[src/rtl/stv_5838_rom_port_pkg.sv]
// Shared STV definitions for the 315-5838 compressed-data read port:
// responder state encoding and address widths.
package stv_5838_rom_port_pkg;

  localparam int ROM_ADDR_W = 23;
  localparam int SDR_ADDR_W = 24;

  typedef enum logic [1:0] {
    ST_IDLE      = 2'd0,
    ST_DEMAND    = 2'd1,
    ST_PREFETCH  = 2'd2,
    ST_PF_DEMAND = 2'd3
  } rom_state_t;

endpackage

[src/rtl/stv_5838_rom_port.sv]
// Answers the 315-5838 decompressor's word fetches from cartridge ROM in
// SDRAM.  A one-word prefetch buffer holds the word after the last one
// served, so the chip's sequential stream normally hits in one cycle.
module stv_5838_rom_port
  import stv_5838_rom_port_pkg::*;
#(
  parameter logic [SDR_ADDR_W-1:0] BASE   = 24'h000000,
  parameter int                    DATA_W = 16
) (
  input  logic                  CLK,
  input  logic                  RST,
  input  logic                  INV,
  input  logic [ROM_ADDR_W-1:0] MEM_A,
  input  logic                  MEM_RD,
  output logic [DATA_W-1:0]     MEM_DO,
  output logic                  MEM_RDY,
  output logic [SDR_ADDR_W-1:0] SDR_A,
  output logic                  SDR_REQ,
  input  logic [DATA_W-1:0]     SDR_DI,
  input  logic                  SDR_ACK
);

  // Next word address; the ROM space wraps at 2^23.
  function automatic logic [ROM_ADDR_W-1:0] inc_addr(input logic [ROM_ADDR_W-1:0] a);
    return a + {{(ROM_ADDR_W-1){1'b0}}, 1'b1};
  endfunction

  // Place a ROM word address inside the SDRAM window, modulo 2^24.
  function automatic logic [SDR_ADDR_W-1:0] sdr_addr(input logic [ROM_ADDR_W-1:0] a);
    return BASE + {1'b0, a};
  endfunction

  rom_state_t state, state_nx;

  logic [DATA_W-1:0]     buf_data, buf_data_nx;
  logic [ROM_ADDR_W-1:0] buf_tag, buf_tag_nx;
  logic                  buf_v, buf_v_nx;
  logic [ROM_ADDR_W-1:0] pend, pend_nx;
  // Set when an INV lands while a prefetch is in flight: its data is stale.
  logic                  pf_stale, pf_stale_nx;

  logic [DATA_W-1:0]     mem_do_nx;
  logic                  mem_rdy_nx;
  logic [SDR_ADDR_W-1:0] sdr_a_nx;
  logic                  sdr_req_nx;

  logic rd_ok;
  logic hit;
  logic pf_good;
  logic rd_tag_match;
  logic pend_tag_match;

  // Strobes while a fetch is pending are protocol violations and dropped.
  assign rd_ok          = MEM_RD & MEM_RDY;
  // INV in the same cycle as a read makes the buffered word unusable.
  assign hit            = buf_v & ~INV & (buf_tag == MEM_A);
  assign pf_good        = ~pf_stale & ~INV;
  assign rd_tag_match   = (MEM_A == buf_tag);
  assign pend_tag_match = (pend == buf_tag);

  // State register.
  always_ff @(posedge CLK) begin
    if (RST) begin
      state <= ST_IDLE;
    end else begin
      state <= state_nx;
    end
  end

  // Next-state decision.
  always_comb begin
    state_nx = state;
    case (state)
      ST_IDLE: begin
        if (rd_ok) state_nx = hit ? ST_PREFETCH : ST_DEMAND;
      end
      ST_DEMAND: begin
        if (SDR_ACK) state_nx = ST_PREFETCH;
      end
      ST_PREFETCH: begin
        if (SDR_ACK) begin
          if (rd_ok) state_nx = (rd_tag_match && pf_good) ? ST_PREFETCH : ST_DEMAND;
          else       state_nx = ST_IDLE;
        end else if (rd_ok) begin
          state_nx = ST_PF_DEMAND;
        end
      end
      ST_PF_DEMAND: begin
        if (SDR_ACK) state_nx = (pend_tag_match && pf_good) ? ST_PREFETCH : ST_DEMAND;
      end
      default: state_nx = ST_IDLE;
    endcase
  end

  // Next values of the buffer, the read-port outputs and the SDRAM request.
  always_comb begin
    buf_data_nx = buf_data;
    buf_tag_nx  = buf_tag;
    buf_v_nx    = buf_v & ~INV;
    pend_nx     = pend;
    pf_stale_nx = pf_stale | INV;
    mem_do_nx   = MEM_DO;
    mem_rdy_nx  = MEM_RDY;
    sdr_a_nx    = SDR_A;
    sdr_req_nx  = SDR_REQ;

    case (state)
      ST_IDLE: begin
        if (rd_ok) begin
          if (hit) begin
            mem_do_nx   = buf_data;
            buf_tag_nx  = inc_addr(MEM_A);
            buf_v_nx    = 1'b0;
            pf_stale_nx = INV;
            sdr_a_nx    = sdr_addr(inc_addr(MEM_A));
            sdr_req_nx  = 1'b1;
          end else begin
            mem_rdy_nx = 1'b0;
            pend_nx    = MEM_A;
            sdr_a_nx   = sdr_addr(MEM_A);
            sdr_req_nx = 1'b1;
          end
        end
      end

      ST_DEMAND: begin
        if (SDR_ACK) begin
          mem_do_nx   = SDR_DI;
          mem_rdy_nx  = 1'b1;
          buf_tag_nx  = inc_addr(pend);
          buf_v_nx    = 1'b0;
          pf_stale_nx = INV;
          sdr_a_nx    = sdr_addr(inc_addr(pend));
          sdr_req_nx  = 1'b1;
        end
      end

      ST_PREFETCH: begin
        if (SDR_ACK) begin
          buf_data_nx = SDR_DI;
          buf_v_nx    = pf_good;
          sdr_req_nx  = 1'b0;
          if (rd_ok) begin
            if (rd_tag_match && pf_good) begin
              // The word arriving now is the one being asked for.
              mem_do_nx   = SDR_DI;
              buf_tag_nx  = inc_addr(MEM_A);
              buf_v_nx    = 1'b0;
              pf_stale_nx = 1'b0;
              sdr_a_nx    = sdr_addr(inc_addr(MEM_A));
              sdr_req_nx  = 1'b1;
            end else begin
              mem_rdy_nx = 1'b0;
              pend_nx    = MEM_A;
              sdr_a_nx   = sdr_addr(MEM_A);
              sdr_req_nx = 1'b1;
            end
          end
        end else if (rd_ok) begin
          // Keep the prefetch running; decide on its ack whether it is useful.
          mem_rdy_nx = 1'b0;
          pend_nx    = MEM_A;
        end
      end

      ST_PF_DEMAND: begin
        if (SDR_ACK) begin
          if (pend_tag_match && pf_good) begin
            mem_do_nx   = SDR_DI;
            mem_rdy_nx  = 1'b1;
            buf_tag_nx  = inc_addr(pend);
            buf_v_nx    = 1'b0;
            pf_stale_nx = INV;
            sdr_a_nx    = sdr_addr(inc_addr(pend));
            sdr_req_nx  = 1'b1;
          end else begin
            sdr_a_nx   = sdr_addr(pend);
            sdr_req_nx = 1'b1;
          end
        end
      end

      default: ;
    endcase
  end

  // Control and port registers; reset abandons any request in flight.
  always_ff @(posedge CLK) begin
    if (RST) begin
      buf_v    <= 1'b0;
      pf_stale <= 1'b0;
      MEM_DO   <= '0;
      MEM_RDY  <= 1'b1;
      SDR_A    <= '0;
      SDR_REQ  <= 1'b0;
    end else begin
      buf_v    <= buf_v_nx;
      pf_stale <= pf_stale_nx;
      MEM_DO   <= mem_do_nx;
      MEM_RDY  <= mem_rdy_nx;
      SDR_A    <= sdr_a_nx;
      SDR_REQ  <= sdr_req_nx;
    end
  end

  // Buffer contents and pending address carry no reset; buf_v qualifies them.
  always_ff @(posedge CLK) begin
    buf_data <= buf_data_nx;
    buf_tag  <= buf_tag_nx;
    pend     <= pend_nx;
  end

endmodule
[config.mk]
export PLATFORM = sky130hd
export DESIGN_NAME = stv_5838_rom_port
export DESIGN_NICKNAME = d
export VERILOG_FILES = /design/src/rtl/stv_5838_rom_port_pkg.sv /design/src/rtl/stv_5838_rom_port.sv
export SDC_FILE = /design/constraint.sdc
export NUM_CORES = 1
export LEC_CHECK = 0
export CORE_MARGIN = 2
export CORE_UTILIZATION = 56
export CTS_BUF_LIST = sky130_fd_sc_hd__clkbuf_4 sky130_fd_sc_hd__clkbuf_8 sky130_fd_sc_hd__clkbuf_16
export DETAILED_ROUTE_END_ITERATION = 16
export PLACE_DENSITY_LB_ADDON = 0.08
export SETUP_SLACK_MARGIN = 0.05
export SYNTH_ARGS = -nofsm -noshare
export SYNTH_HDL_FRONTEND = slang
export SYNTH_SLANG_ARGS = --single-unit
[constraint.sdc]
create_clock -name CLK -period 3.78 [get_ports CLK]
set_input_delay 0.756 -clock CLK [delete_from_list [all_inputs] [get_ports CLK]]
set_output_delay 0.756 -clock CLK [all_outputs]
set_load 0.005 [all_outputs]
==> run summary <==
- 370 ps — worst skew pair latency
- in2reg — worst setup path class
- 1.457 mm — WL met3
- 0 — number of setup buffers added after CTS
- 38.14% — Slew Limit Headroom
- 77 — pin count of the biggest net entering global routing
- 29.68% — overall global routing resource usage
- 3380 ps — Arr. time, crit path
- 3132 ps — final critical-path required period
- 82.87% — period utilisation layout
- 11270 sq um — area of the core
- 9 — CTS Buf Count
- 28.81 mm — wire length of the first global-routing pass
- 0 — antenna violations before repair
- 43.09% — share of the yosys chip area belonging to registers
- 5493 — via count of the first global-routing pass
- flop — crit end category
- 5 — number of detailed-routing iterations run before antenna repair
- sky130_fd_sc_hd__nand4_1 — most frequent CP cell
- sky130_fd_sc_hd__clkdlybuf4s50_1 — critical path's slowest cell
- 816 — count of nets after finishing
- 12320 sq um — die area
- 1 — buffer and inverter count on the worst path
- 60 — Synth cell types
- 8.774% — layout cell share with drive strength beyond 1
- 0.3755 mV — worst vdd ir
- 8.259 mm — WL met2
- 0% — proportion of register bits with asynchronous set or reset after synthesis
- 7 — Max FO, Critical Path
- 699 — cell count after synthesis
- 3 — H-tree level count
- 0 — total count of hold-check failures in the final report
- 565 — number of violations reported at the end of detailed-routing iteration 0
- sky130_fd_sc_hd__edfxtp_1 — main flop type after synthesis
- false — unrepaired setup endpoints after global routing
- 19.57 um — wire per inst
- 0 — Post-CTS Resized
- 0 — Hold Buf Count CTS
- 2 — maximum count of clock buffers along a single path
- 0 — antenna cells
- 107 — Num Clock Sinks
- 647.7 ps — worst path setup slack after routing
- 0 — # Max-Cap Violations
- 0 ps — final total negative setup slack
- 0 — Detail Route Antenna Nets
- 5720 — DR vias
- 319.3 MHz — Max Clk Rate
- primary input — crit path launch type
- 84 — count of buffers inserted at the top-level ports
- 468.3 ps — final worst hold slack
- sky130_fd_sc_hd__clkbuf_16 — root cell of the clock tree
- completed — outcome
- 6411 sq um — post-synthesis instance area
- 919.4 ps — worst-margin pin slew
- 107 — register bit count reported by yosys
- simple AND/OR/NAND/NOR gates — Top Family by Delay on Critical Path
- 0 — count of pins over their slew limit
- 7.821 mm — Routed met1 length
- 2.676 nW — Leakage Power
- reg2reg — Hold Path Class
- 680 ps — crit-path max cell delay
- 902 — number of instances in the placed design
- 0 — total congestion overflow
- 86 — number of I/O pins
- 62 — number of flops mapped to enable cells by yosys
- 929 — fill cell total of the finished layout
- 9.172 sq um — mean area per synthesized cell
- 70 ps — clock slew at the register clock pins of the worst setup and hold paths
- 111.0 um — die width
- 918 — final non-filler cell total
- 111.0 um — height of the chip
- 745 — net count after synthesis
- 0 — warning count from the yosys run
- 17.96 mm — Post-Route WL
- built — CTS tree
- 20.80% — Area growth syn-to-layout
- 0 — final number of setup-violating endpoints
- 4030 ps — worst endpoint required time
- 6.231 — vias per inst
- clkdlybuf4s50_1 > nand4_1 > nor4_2 > nand4_1 > nor4_1 > mux2_2 > o21ai_0 > nand2_1 — crit-path cells
- 10.74 ps — Post-Route Skew
- 0.9255 — placer congestion estimate
- 39 — num rows
- 56.88% — initial core utilization
- 12.68 mm — detailed-placement wirelength estimate
- 0 — DRC errors left
- 326.7 ps — pre-CTS setup slack
- met4 — top layer used by detailed routing
- 424.9 nW/um^2 — cell area power density
## kinds of logic (layout without fill, tap and decap cells)
kind of cell	Yosys count	count (layout)	synth area share [%]
DFF	107	107	43.09
and+or+nand+nor	234	234	19.13
adders and majority gates	2	2	0.3903
muxes	10	10	1.659
other	1	1	0.05849
xor gates and xnor gates	108	108	14.75
buffers and inverters	70	146	4.586
AOI/OAI and AO/OA	167	167	16.33
## registers in the layout (all words and copies together), names as in the netlist
signal    count
SDR_A        23
buf_tag      23
pend         23
MEM_DO       16
buf_data     16
state         2
MEM_RDY       1
SDR_REQ       1
buf_v         1
pf_stale      1
## final timing paths
check	startpoint	end	slack (ps)	cells past startpoint
min	SDR_A[21]	SDR_A[21]	470	2
max	MEM_A[6]	SDR_A[21]	650	8
max reg2reg	pend[7]	MEM_DO[0]	940	8
min reg2reg	SDR_A[21]	SDR_A[21]	470	2
## power by group
| part | switching [mW] | internal (mW) |
|---|---|---|
| Sequential | 0.0987 | 1.38 |
| Clock | 0.459 | 0.461 |
| Combinational | 0.502 | 0.390 |
## synthesized netlist by cell type (3+ instances only)
library cell               count  area (sq um)
sky130_fd_sc_hd__nor4_1       20         125.1
sky130_fd_sc_hd__edfxtp_1     62          1862
sky130_fd_sc_hd__mux2i_1       5         50.05
sky130_fd_sc_hd__o21ai_0      44         220.2
sky130_fd_sc_hd__buf_2         7         35.03
sky130_fd_sc_hd__and4_1        5         43.79
sky130_fd_sc_hd__xnor2_1      34         297.8
sky130_fd_sc_hd__clkbuf_1     46         172.7
sky130_fd_sc_hd__o31ai_1       3         22.52
sky130_fd_sc_hd__nor2_1       31         116.4
sky130_fd_sc_hd__nand4_1      14         87.58
sky130_fd_sc_hd__a211o_1       3         26.28
sky130_fd_sc_hd__a21oi_1      53         265.3
sky130_fd_sc_hd__inv_1         9         33.78
sky130_fd_sc_hd__mux2_2        4         45.04
sky130_fd_sc_hd__dfxtp_1      45         900.9
sky130_fd_sc_hd__or3_1         3         18.77
sky130_fd_sc_hd__nand3_1      36         180.2
sky130_fd_sc_hd__nor3_1       22         110.1
sky130_fd_sc_hd__and3_1        8         50.05
sky130_fd_sc_hd__a311oi_1     16         140.1
sky130_fd_sc_hd__nand2b_1      7         43.79
sky130_fd_sc_hd__nor2b_1       5         31.28
sky130_fd_sc_hd__a22oi_1      18         135.1
sky130_fd_sc_hd__buf_1         3         11.26
sky130_fd_sc_hd__xor2_1       74         648.1
sky130_fd_sc_hd__and2_1        7         43.79
sky130_fd_sc_hd__nor4_2        4         50.05
sky130_fd_sc_hd__nand2_1      60         225.2
sky130_fd_sc_hd__a21o_1        9         67.56
## cells in the final DEF, fill, tap and decap left out, types with 3 or more instances in the layout
cell type                         count
sky130_fd_sc_hd__a311oi_1            16
sky130_fd_sc_hd__nor3_1              22
sky130_fd_sc_hd__edfxtp_1            62
sky130_fd_sc_hd__buf_4               35
sky130_fd_sc_hd__a21o_1               9
sky130_fd_sc_hd__dfxtp_1             44
sky130_fd_sc_hd__and3_1               8
sky130_fd_sc_hd__clkdlybuf4s50_1     84
sky130_fd_sc_hd__nand3_1             36
sky130_fd_sc_hd__nor2b_1              5
sky130_fd_sc_hd__a22oi_1             18
sky130_fd_sc_hd__or3_1                3
sky130_fd_sc_hd__a211o_1              3
sky130_fd_sc_hd__nor4_2               4
sky130_fd_sc_hd__nor4_1              20
sky130_fd_sc_hd__nand2b_1             7
sky130_fd_sc_hd__xnor2_1             34
sky130_fd_sc_hd__a21oi_1             53
sky130_fd_sc_hd__xor2_1              74
sky130_fd_sc_hd__clkbuf_16            9
sky130_fd_sc_hd__inv_1                9
sky130_fd_sc_hd__and4_1               5
sky130_fd_sc_hd__nor2_1              31
sky130_fd_sc_hd__o21ai_0             44
sky130_fd_sc_hd__o31ai_1              3
sky130_fd_sc_hd__nand4_1             14
sky130_fd_sc_hd__mux2_2               4
sky130_fd_sc_hd__and2_1               7
sky130_fd_sc_hd__mux2i_1              5
sky130_fd_sc_hd__nand2_1             60
## through the flow
step	area [sq um]	power [mW]	util (%)
detailed placement	7465	2.379	66.22
finish	7745	3.291	68.71
CTS	7745	3.289	68.71
global route	7745	3.430	68.71
global placement	7465	2.360	66.22
floorplan	6411	1.995	-
## worst min-delay path: stages (launching register included)
cell	delay, ps
sky130_fd_sc_hd__dfxtp_1	320
sky130_fd_sc_hd__nand3_1	60
sky130_fd_sc_hd__nand2_1	50
## metal layers
metal / global-route usage [%] / vias to the layer above
met5: 0 / -
met4: 12.25 / 0
met3: 4.265 / 35
met2: 46.63 / 289
met1: 41.43 / 2709
li1: - / 2687
## area by class of cell
type                            count  area (sq um)  area share, %
Sequential cell                   107          2764          35.69
Clock inverter                      6         47.55         0.6139
Multi-Input combinational cell    522          3361          43.39
Timing Repair Buffer              120          1124          14.51
Inverter                           10         37.54         0.4847
Clock buffer                       10         232.7          3.005
Tap cell                          143         178.9          2.310
Note: power is estimated with default switching activity, not from simulation.
